## config.mk

```make
export PLATFORM = sky130hd
export DESIGN_NAME = sat_addsub_pipe
export DESIGN_NICKNAME = d
export VERILOG_FILES = /design/src/rtl/alu_pkg.sv /design/src/rtl/sat_lane_adder.sv /design/src/rtl/sat_addsub_pipe.sv
export SDC_FILE = /design/constraint.sdc
export NUM_CORES = 1
export LEC_CHECK = 0
export ABC_CLOCK_PERIOD_IN_PS = 4300
export CAP_MARGIN = 20
export CORE_MARGIN = 2
export CORE_UTILIZATION = 55
export DETAILED_ROUTE_END_ITERATION = 7
export PLACE_DENSITY = 0.82
export RECOVER_POWER = 100
export SLEW_MARGIN = 30
export SYNTH_ARGS = -nofsm -noshare
export SYNTH_HDL_FRONTEND = slang
export SYNTH_SLANG_ARGS = --single-unit
```

## constraint.sdc

```tcl
create_clock -name clk -period 4.3 [get_ports clk]
set_clock_uncertainty 0.15 [all_clocks]
set_input_delay 0.86 -clock clk [delete_from_list [all_inputs] [get_ports clk]]
set_output_delay 0.86 -clock clk [all_outputs]
set_load 0.01 [all_outputs]
```

## src/rtl/alu_pkg.sv

```systemverilog
// Shared constants for the saturating add/sub unit: operation encodings and
// saturation bound helpers used to build the clamp values at elaboration time.
package alu_pkg;

    localparam logic [1:0] MODE_ADD  = 2'b00;
    localparam logic [1:0] MODE_SUB  = 2'b01;
    localparam logic [1:0] MODE_PADD = 2'b10;
    localparam logic [1:0] MODE_PSUB = 2'b11;

    localparam int MAX_W = 64;

    // Bounds are returned as w-bit two's complement patterns in the low bits.
    function automatic logic [MAX_W-1:0] sat_max(input int w);
        return (64'd1 << (w - 1)) - 64'd1;
    endfunction

    function automatic logic [MAX_W-1:0] sat_min(input int w);
        return 64'd1 << (w - 1);
    endfunction

endpackage

```

## src/rtl/sat_lane_adder.sv

```systemverilog
// One lane of the add/sub carry chain: optional inversion of b, lane sum,
// carry-out and the sign bits the saturation stage needs.
module sat_lane_adder #(
    parameter int LANE_W = 4
) (
    input  logic [LANE_W-1:0] a,
    input  logic [LANE_W-1:0] b,
    input  logic              sub,
    input  logic              cin,
    output logic [LANE_W-1:0] sum,
    output logic              cout,
    output logic              sa,
    output logic              sb
);

    logic [LANE_W-1:0] b_eff;

    assign b_eff       = sub ? ~b : b;
    assign {cout, sum} = {1'b0, a} + {1'b0, b_eff} + {{LANE_W{1'b0}}, cin};
    assign sa          = a[LANE_W-1];
    assign sb          = b_eff[LANE_W-1];

endmodule

```

## src/rtl/sat_addsub_pipe.sv

```systemverilog
// Two-stage pipelined signed saturating add/subtract with packed lane modes
// and a valid/ready handshake; stage 1 holds raw lane sums, stage 2 clamps.
module sat_addsub_pipe
    import alu_pkg::*;
#(
    parameter int WIDTH  = 16,
    parameter int LANE_W = 4
) (
    input  logic             clk,
    input  logic             rst_n,
    input  logic             in_valid,
    output logic             in_ready,
    input  logic [WIDTH-1:0] a,
    input  logic [WIDTH-1:0] b,
    input  logic [1:0]       mode,
    output logic             out_valid,
    input  logic             out_ready,
    output logic [WIDTH-1:0] result,
    output logic             flag_z,
    output logic             flag_n,
    output logic             flag_v
);

    localparam int NL = WIDTH / LANE_W;

    localparam logic [MAX_W-1:0] W_MAX_F = sat_max(WIDTH);
    localparam logic [MAX_W-1:0] W_MIN_F = sat_min(WIDTH);
    localparam logic [MAX_W-1:0] L_MAX_F = sat_max(LANE_W);
    localparam logic [MAX_W-1:0] L_MIN_F = sat_min(LANE_W);
    localparam logic [WIDTH-1:0]  W_MAX = W_MAX_F[WIDTH-1:0];
    localparam logic [WIDTH-1:0]  W_MIN = W_MIN_F[WIDTH-1:0];
    localparam logic [LANE_W-1:0] L_MAX = L_MAX_F[LANE_W-1:0];
    localparam logic [LANE_W-1:0] L_MIN = L_MIN_F[LANE_W-1:0];

    if ((WIDTH % LANE_W) != 0 || LANE_W < 2) begin : g_bad_params
        $error("sat_addsub_pipe: WIDTH must be a multiple of LANE_W and LANE_W >= 2");
    end

    logic             s1_adv;
    logic             in_fire;
    logic             sub_in;
    logic             packed_in;
    logic [NL-1:0]    lane_cin;
    logic [NL-1:0]    lane_cout;
    logic [NL-1:0]    lane_sa;
    logic [NL-1:0]    lane_sb;
    logic [WIDTH-1:0] lane_sum;

    logic             s1_valid_q, s1_valid_d;
    logic             s1_packed_q, s1_packed_d;
    logic [WIDTH-1:0] s1_sum_q, s1_sum_d;
    logic [NL-1:0]    s1_cout_q, s1_cout_d;
    logic [NL-1:0]    s1_sa_q, s1_sa_d;
    logic [NL-1:0]    s1_sb_q, s1_sb_d;

    logic             out_valid_q, out_valid_d;
    logic [WIDTH-1:0] result_q, result_d;
    logic             flag_z_q, flag_z_d;
    logic             flag_n_q, flag_n_d;
    logic             flag_v_q, flag_v_d;

    logic [NL-1:0]    lane_ovf;
    logic [WIDTH-1:0] sat_res;
    logic             sat_v;

    assign s1_adv    = !out_valid_q || out_ready;
    assign in_ready  = !s1_valid_q || s1_adv;
    assign in_fire   = in_valid && in_ready;
    assign sub_in    = !((mode == MODE_ADD) || (mode == MODE_PADD));
    assign packed_in = (mode == MODE_PADD) || (mode == MODE_PSUB);

    // Packed modes cut the chain at each lane; full-width modes ripple through.
    for (genvar i = 0; i < NL; i++) begin : g_lane
        if (i == 0) begin : g_first
            assign lane_cin[i] = sub_in;
        end else begin : g_rest
            assign lane_cin[i] = packed_in ? sub_in : lane_cout[i-1];
        end

        sat_lane_adder #(.LANE_W(LANE_W)) u_lane (
            .a    (a[i*LANE_W +: LANE_W]),
            .b    (b[i*LANE_W +: LANE_W]),
            .sub  (sub_in),
            .cin  (lane_cin[i]),
            .sum  (lane_sum[i*LANE_W +: LANE_W]),
            .cout (lane_cout[i]),
            .sa   (lane_sa[i]),
            .sb   (lane_sb[i])
        );
    end

    always_comb begin
        s1_valid_d  = s1_valid_q;
        s1_packed_d = s1_packed_q;
        s1_sum_d    = s1_sum_q;
        s1_cout_d   = s1_cout_q;
        s1_sa_d     = s1_sa_q;
        s1_sb_d     = s1_sb_q;
        if (in_ready) begin
            s1_valid_d = in_valid;
        end
        if (in_fire) begin
            s1_packed_d = packed_in;
            s1_sum_d    = lane_sum;
            s1_cout_d   = lane_cout;
            s1_sa_d     = lane_sa;
            s1_sb_d     = lane_sb;
        end
    end

    // With equal operand signs the carry-out equals that sign, so it picks the clamp direction.
    always_comb begin
        lane_ovf = '0;
        sat_v    = 1'b0;
        sat_res  = s1_sum_q;
        for (int i = 0; i < NL; i++) begin
            lane_ovf[i] = (s1_sa_q[i] == s1_sb_q[i]) &&
                          (s1_sum_q[i*LANE_W + LANE_W - 1] != s1_sa_q[i]);
        end
        if (s1_packed_q) begin
            sat_v = |lane_ovf;
            for (int i = 0; i < NL; i++) begin
                if (lane_ovf[i]) begin
                    sat_res[i*LANE_W +: LANE_W] = s1_cout_q[i] ? L_MIN : L_MAX;
                end
            end
        end else begin
            sat_v = lane_ovf[NL-1];
            if (sat_v) begin
                sat_res = s1_cout_q[NL-1] ? W_MIN : W_MAX;
            end
        end
    end

    always_comb begin
        out_valid_d = out_valid_q;
        result_d    = result_q;
        flag_z_d    = flag_z_q;
        flag_n_d    = flag_n_q;
        flag_v_d    = flag_v_q;
        if (s1_adv) begin
            out_valid_d = s1_valid_q;
            if (s1_valid_q) begin
                result_d = sat_res;
                flag_z_d = (sat_res == '0);
                flag_n_d = !s1_packed_q && sat_res[WIDTH-1];
                flag_v_d = sat_v;
            end
        end
    end

    always_ff @(posedge clk or negedge rst_n) begin
        if (!rst_n) begin
            s1_valid_q  <= 1'b0;
            s1_packed_q <= 1'b0;
            s1_sum_q    <= '0;
            s1_cout_q   <= '0;
            s1_sa_q     <= '0;
            s1_sb_q     <= '0;
            out_valid_q <= 1'b0;
            result_q    <= '0;
            flag_z_q    <= 1'b0;
            flag_n_q    <= 1'b0;
            flag_v_q    <= 1'b0;
        end else begin
            s1_valid_q  <= s1_valid_d;
            s1_packed_q <= s1_packed_d;
            s1_sum_q    <= s1_sum_d;
            s1_cout_q   <= s1_cout_d;
            s1_sa_q     <= s1_sa_d;
            s1_sb_q     <= s1_sb_d;
            out_valid_q <= out_valid_d;
            result_q    <= result_d;
            flag_z_q    <= flag_z_d;
            flag_n_q    <= flag_n_d;
            flag_v_q    <= flag_v_d;
        end
    end

    assign out_valid = out_valid_q;
    assign result    = result_q;
    assign flag_z    = flag_z_q;
    assign flag_n    = flag_n_q;
    assign flag_v    = flag_v_q;

endmodule

```

## Yosys cells after proc, flatten, opt, wreduce, memory -nomap -nowiden

Index checks and enable logic that the tools add are counted.

| cells by class | value |
|---|---|
| bitwise operators | 4 |
| mux-type cells | 19 |
| add/subtract/negate cells | 8 |
| reduce and logical (&&, ||, !) cells | 18 |
| equal/unequal tests | 10 |

Operator list:

| kind | count |
|---|---|
| $mux W16 | 3 |
| $mux W4 | 12 |
| $add A4 B4 Y5 | 4 |
| $add A5 B1 Y5 | 4 |
| $logic_not A16 Y1 | 1 |
| $not A4 Y4 | 4 |
| $logic_and A1 B1 Y1 | 6 |
| $eq A1 B1 Y1 | 4 |
| $eq A2 B2 Y1 const B | 2 |
| $logic_not A1 Y1 | 4 |
| $logic_or A1 B1 Y1 | 4 |
| $mux W1 | 4 |
| $ne A1 B1 Y1 | 4 |
| $reduce_or A4 Y1 | 1 |
| $logic_not A2 Y1 | 1 |
| $reduce_and A2 Y1 | 1 |

| word-level totals | value |
|---|---|
| output and inout port bits | 21 |
| flip-flop bits (word level) | 50 |
| input port bits | 38 |
| logic and storage cells | 70 |

## Longest topological paths before layout

| depth | value |
|---|---|
| word-level depth | 11 |
| depth in mapped cells | 23 |
| mapped depth without buffers | 22 |

## Modules after synthesis

A second synthesis with hierarchy kept.

| second synthesis, totals | value |
|---|---|
| cell total of the unflattened synthesis | 309 |
| area, all modules | 3113.0 um^2 |

By module, submodules not included:

| module | seq. area each (um^2) | area each (um^2) | times used | cells an instance |
|---|---|---|---|---|
| sat_addsub_pipe | 1251.2 | 2381.0 | 1 | 225 |
| sat_lane_adder (g_lane[0].u_lane ...) | 0.0 | 182.7 | 3 | 21 |
| sat_lane_adder (g_lane[3].u_lane) | 0.0 | 183.9 | 1 | 21 |

## Worst setup path before layout

Ideal clock, no wire load.

| timing path | value |
|---|---|
| path type | in2reg |
| from | input mode[0] |
| to | register s1_sum_q[13] |
| stages on the path | 21 |
| arrival | 5681 ps |
| buffers on the path | 2 |
| setup time | 125 ps |
| slack | -1656 ps |
| required time | 4025 ps |
| path through | clkbuf_1 > buf_1 > xor2_1 > ha_1 > nor2b_1 > o21a_1 > o31ai_1 > fa_1 > fa_1 > nor2b_1 > o21a_1 > o31ai_1 > fa_1 > fa_1 > nor2b_1 > o21a_1 > o31ai_1 > fa_1 > inv_1 > fa_1 > mux2_2 |

| between the ends | value |
|---|---|
| longest elaborated chain between the ends | 11 |
| elaborated cells on any way between the ends | 21 |
| classes of those cells | add/sub (8); eq/ne (2); mux (7); reduce/logical (4) |

RTL lines:

| element | line | source |
|---|---|---|
| start, declared | sat_addsub_pipe.sv:15 | `input logic [1:0] mode,` |
| $eq A2 B2 Y1 / $logic_not A2 Y1 (equally long branches) | sat_addsub_pipe.sv:69, sat_addsub_pipe.sv:70 |  |
| $logic_or A1 B1 Y1 | sat_addsub_pipe.sv:69 | `assign sub_in = !((mode == MODE_ADD) \|\| (mode == MODE_PADD));` |
| $mux W4 | sat_lane_adder.sv:18 | `assign b_eff = sub ? ~b : b;` |
| $add A4 B4 Y5 | sat_lane_adder.sv:19 | `assign {cout, sum} = {1'b0, a} + {1'b0, b_eff} + {{LANE_W{1'b0}}, cin};` |
| $add A5 B1 Y5 | sat_lane_adder.sv:19 |  |
| $mux W1 | sat_addsub_pipe.sv:77 | `assign lane_cin[i] = packed_in ? sub_in : lane_cout[i-1];` |
| $add A5 B1 Y5 | sat_lane_adder.sv:19 |  |
| $mux W1 | sat_addsub_pipe.sv:77 |  |
| $add A5 B1 Y5 | sat_lane_adder.sv:19 |  |
| $mux W1 | sat_addsub_pipe.sv:77 |  |
| $add A5 B1 Y5 (*) | sat_lane_adder.sv:19 |  |
| via g_lane[3].u_lane.sum[1] | sat_lane_adder.sv:10 | `output logic [LANE_W-1:0] sum,` |
| end signal, assigned | sat_addsub_pipe.sv:168 | `s1_sum_q <= s1_sum_d;` |
| end, declared | sat_addsub_pipe.sv:51 | `logic [WIDTH-1:0] s1_sum_q, s1_sum_d;` |

The timed path passes the listed nets; every way through them passes the cells marked *.
A chain may end at the register's enable or synchronous reset.

## Worst setup path in the final report

| timing path | value |
|---|---|
| from | input a[1] |
| to | register s1_sum_q[13] |

| between the ends | value |
|---|---|
| longest elaborated chain between the ends | 8 |

RTL lines:

| element | line | source |
|---|---|---|
| start, declared | sat_addsub_pipe.sv:13 | `input logic [WIDTH-1:0] a,` |
| $add A4 B4 Y5 | sat_lane_adder.sv:19 |  |
| $add A5 B1 Y5 | sat_lane_adder.sv:19 |  |
| $mux W1 | sat_addsub_pipe.sv:77 |  |
| $add A5 B1 Y5 | sat_lane_adder.sv:19 |  |
| $mux W1 | sat_addsub_pipe.sv:77 |  |
| $add A5 B1 Y5 | sat_lane_adder.sv:19 |  |
| $mux W1 | sat_addsub_pipe.sv:77 |  |
| $add A5 B1 Y5 | sat_lane_adder.sv:19 |  |
| via g_lane[3].u_lane.sum[1] | sat_lane_adder.sv:10 |  |

The timed path passes the listed nets, and every way through them passes these cells.

==> flow_metrics.tcl <==
set metrics [dict create \
    status "complete, but fails checks" \
    violations "max-capacitance violations, max-slew violations, negative setup slack" \
    synth.cell_area_mm2 0.003329 \
    multi_input_area_mm2 0.002013 \
    setup_viol 5 \
    rsz0062_at_grt "yes" \
    wirelength_um 7656 \
    htree_levels 2 \
    pwr_density_cell_mw_per_mm2 423.7 \
    wl_per_cell_um 14.47 \
    insertion_delay_ns 0.30 \
    setup_ws_ns -0.8717 \
    muxShareOfSynthArea_pct 3.983 \
    power.leakage_uw 0.001998 \
    port_buffers 58 \
    p_comb_share_pct 44.6 \
    synthXorXnorAreaFrac_pct 6.313 \
    startpoint_type "primary input" \
    synthArstFlopShare_pct 100.0 \
    yosys.area.top_type_share_pct 37.58 \
    tns_ns -3.350 \
    dominantRegCellSynth "dfrtp_1" \
    netlist_instances 375 \
    worstHoldPathCells 2 \
    crit_type "primary input to flop" \
    grt_max_degree 51 \
    p_seq_share_pct 40.9 \
    drtPass1Iterations 4 \
    track_usage_pct 23.74 \
    core_mm2 0.005886 \
    synth_compound_area_share_pct 23.34 \
    timing.hold.ws_ns 0.3303 \
    synth_cell_types 51 \
    cts_buffers 5 \
    synth_area_per_cell_um2 8.879 \
    io_pins 59 \
    max_freq_mhz 193.4 \
    vias 2952 \
    syn-num-nets 432 \
    die_h_um 81.81 \
    p_clk_share_pct 14.5 \
    clk_path_buf_depth 2 \
    drive_above_1_share_pct 17.62 \
    ctsHoldBuffers 0 \
    finish.utilization_pct 74.21 \
    start_util_pct 56.57 \
    hold_violations 0 \
    worst_pin_slew_ns 2.533 \
    grt-ovfl-total 0 \
    fin_nets 510 \
    switching_share_pct 38.37 \
    path_max_fanout 2 \
    synthTopCellsByArea "dfrtp_1 38%, o21ai_0 7.1%, nand2_1 5.6%" \
    relSlewSlack_pct -68.87 \
    rr_worst_depth 7 \
    synth-simple-area-share_pct 15.11 \
    dp_hpwl_um 5596 \
    drv_slew 51 \
    die_w_um 81.81 \
    grt_pass1_wl_um 12420 \
    drc 0 \
    synth_seq_area_share_pct 37.58 \
    regArea_mm2 0.001251 \
    path_clk_slew_ns 0.09 \
    viasPerCell 5.580 \
    synthAdderAreaFrac_pct 8.719 \
    required_ns 4.35 \
    rows 28 \
    synth_top_family_by_area "compound AO/OA/AOI/OAI gates" \
    vdd_drop_max_v 0.0002497 \
    hp-class "flop to flop" \
    worstPathArrival_ns 5.22 \
    max-cap-violations 1 \
    dp_slack_ns -1.670 \
    yosysTopAreaCell "dfrtp_1" \
    areaGrowthSynthToFinish_pct 31.19 \
    cts_root_buf "clkbuf_8" \
    grt_pass1_vias 2656 \
    antenna_found_initial 0 \
    intPower_uw 1141 \
    setup.worst_path.end_class "flop" \
    p_sw_uw 710.1 \
    die_area_mm2 0.006692 \
    postRouteAntennaNets 0 \
    synth_warnings 0 \
    cts_num_sinks 50 \
    place.gp.congestion 0.9222 \
    synth-edff-count 0 \
    cts_tree "yes" \
    fillers 430 \
    diodes 0 \
    drt-initial-drc-count 374 \
    fin_crit_sh_pct 120.3 \
    ys_ff_latch 50 \
    min_period_ns 5.172 \
]
## cell type report
cell class	count	area share (%)
clock buffers	5	1.575
clock inverters	3	0.4870
inverters	18	1.547
multi-input cells	284	46.09
flip-flops and latches	50	28.65
well taps	75	2.148
repair buffers	94	19.51
## worst max-delay path, cell delays in order
cell           delay (ns)
dlygate4sd2_1        0.22
inv_1                0.07
fa_2                 0.38
nor2b_1              0.12
o21a_1               0.19
o31ai_4              0.07
fa_2                 0.36
fa_2                 0.35
nor2b_1              0.12
o21a_1               0.18
o31ai_4              0.08
fa_2                 0.36
fa_2                 0.36
nor2b_1              0.12
o21a_1               0.17
o31ai_2              0.08
fa_2                 0.33
inv_2                0.08
fa_2                 0.43
mux2_4               0.29
## cell usage after synthesis (8+ instances only)
cell and n:
mux2_2 10, a21o_1 14, ha_1 12, clkbuf_1 18
nor2_1 15, inv_1 18, nand3_1 8, dfrtp_1 50
xor2_1 19, a21oi_1 25, nand2_1 50, o21ai_0 47
## power by group through the flow
stage               Sequential, uW  Clock (uW)  Combinational, uW
finish                         757         268                825
global route                   779         295                925
CTS                            754         273                834
detailed placement             763           0                802
global placement               752           0                779
floorplan                      724           0                516
## cells by family after synthesis
logic type / count (synthesis)
compound gates: 124
simple gates: 105
flops: 50
buf+inv: 41
xor+xnor: 24
fa+ha+maj: 19
mux: 12
## layout by cell type (no fill, tap or decap), drive strengths merged, types with 5 or more instances in the layout
master / Yosys / final
a21o: 14 / 14
a21oi: 25 / 25
buf: 4 / 37
clkbuf: 19 / 8
clkdlybuf4s50: 0 / 28
dfrtp: 50 / 50
dlygate4sd3: 0 / 21
fa: 7 / 7
ha: 12 / 12
inv: 18 / 18
mux2: 10 / 10
nand2: 50 / 50
nand2b: 5 / 5
nand3: 8 / 8
nor2: 15 / 15
nor2b: 5 / 5
o21a: 6 / 6
o21ai: 48 / 48
o31ai: 6 / 6
xnor2: 5 / 5
xor2: 19 / 19
## state kept, by name, summed over array words and instances (netlist names)
register,cells
flag_v,1
s1_valid_q,1
s1_sb_q,4
flag_z,1
s1_sum_q,16
s1_sa_q,4
result,16
flag_n,1
out_valid,1
s1_cout_q,4
s1_packed_q,1
## worst paths after layout
path	startpoint	endpoint	slack (ns)
setup / recovery	a[1]	s1_sum_q[13]	-0.87
hold / removal	result[11]	result[11]	0.33
setup reg to reg	out_valid	flag_z	1.87
hold reg to reg	result[11]	result[11]	0.33
max in group asynchronous	rst_n	result[3]	1.38
min in group asynchronous	rst_n	s1_sb_q[2]	1.19
## per-layer routing
metal | wire, um | part of all wire [%] | up-vias | global-route usage (%)
li1 | - | - | 1475 | -
met1 | 3368 | 44 | 1361 | 32.79
met2 | 3764 | 49 | 105 | 39.27
met3 | 364 | 4.8 | 11 | 3.187
met4 | 159 | 2.1 | 0 | 6.500
met5 | 0 | 0 | - | 0
## timing repair
item | 4_1_cts | 5_1_grt
cloned | 0 | 0
gates resized for setup | 30 | 6
endpoints found under the hold margin | 0 | 0
setup endpoints to repair | 9 | 9
pin swaps | 21 | 20
buffers inserted | 8 | 8
## metrics by stage
stage	cells	total power, uW	area, um^2
after floorplan	375	1239	3400
after global placement	507	1531	4104
after detailed placement	507	1566	4106
after CTS	523	1862	4310
after global routing	529	1998	4368
final	529	1851	4368
No activity file was read; power rests on OpenSTA's default activity.
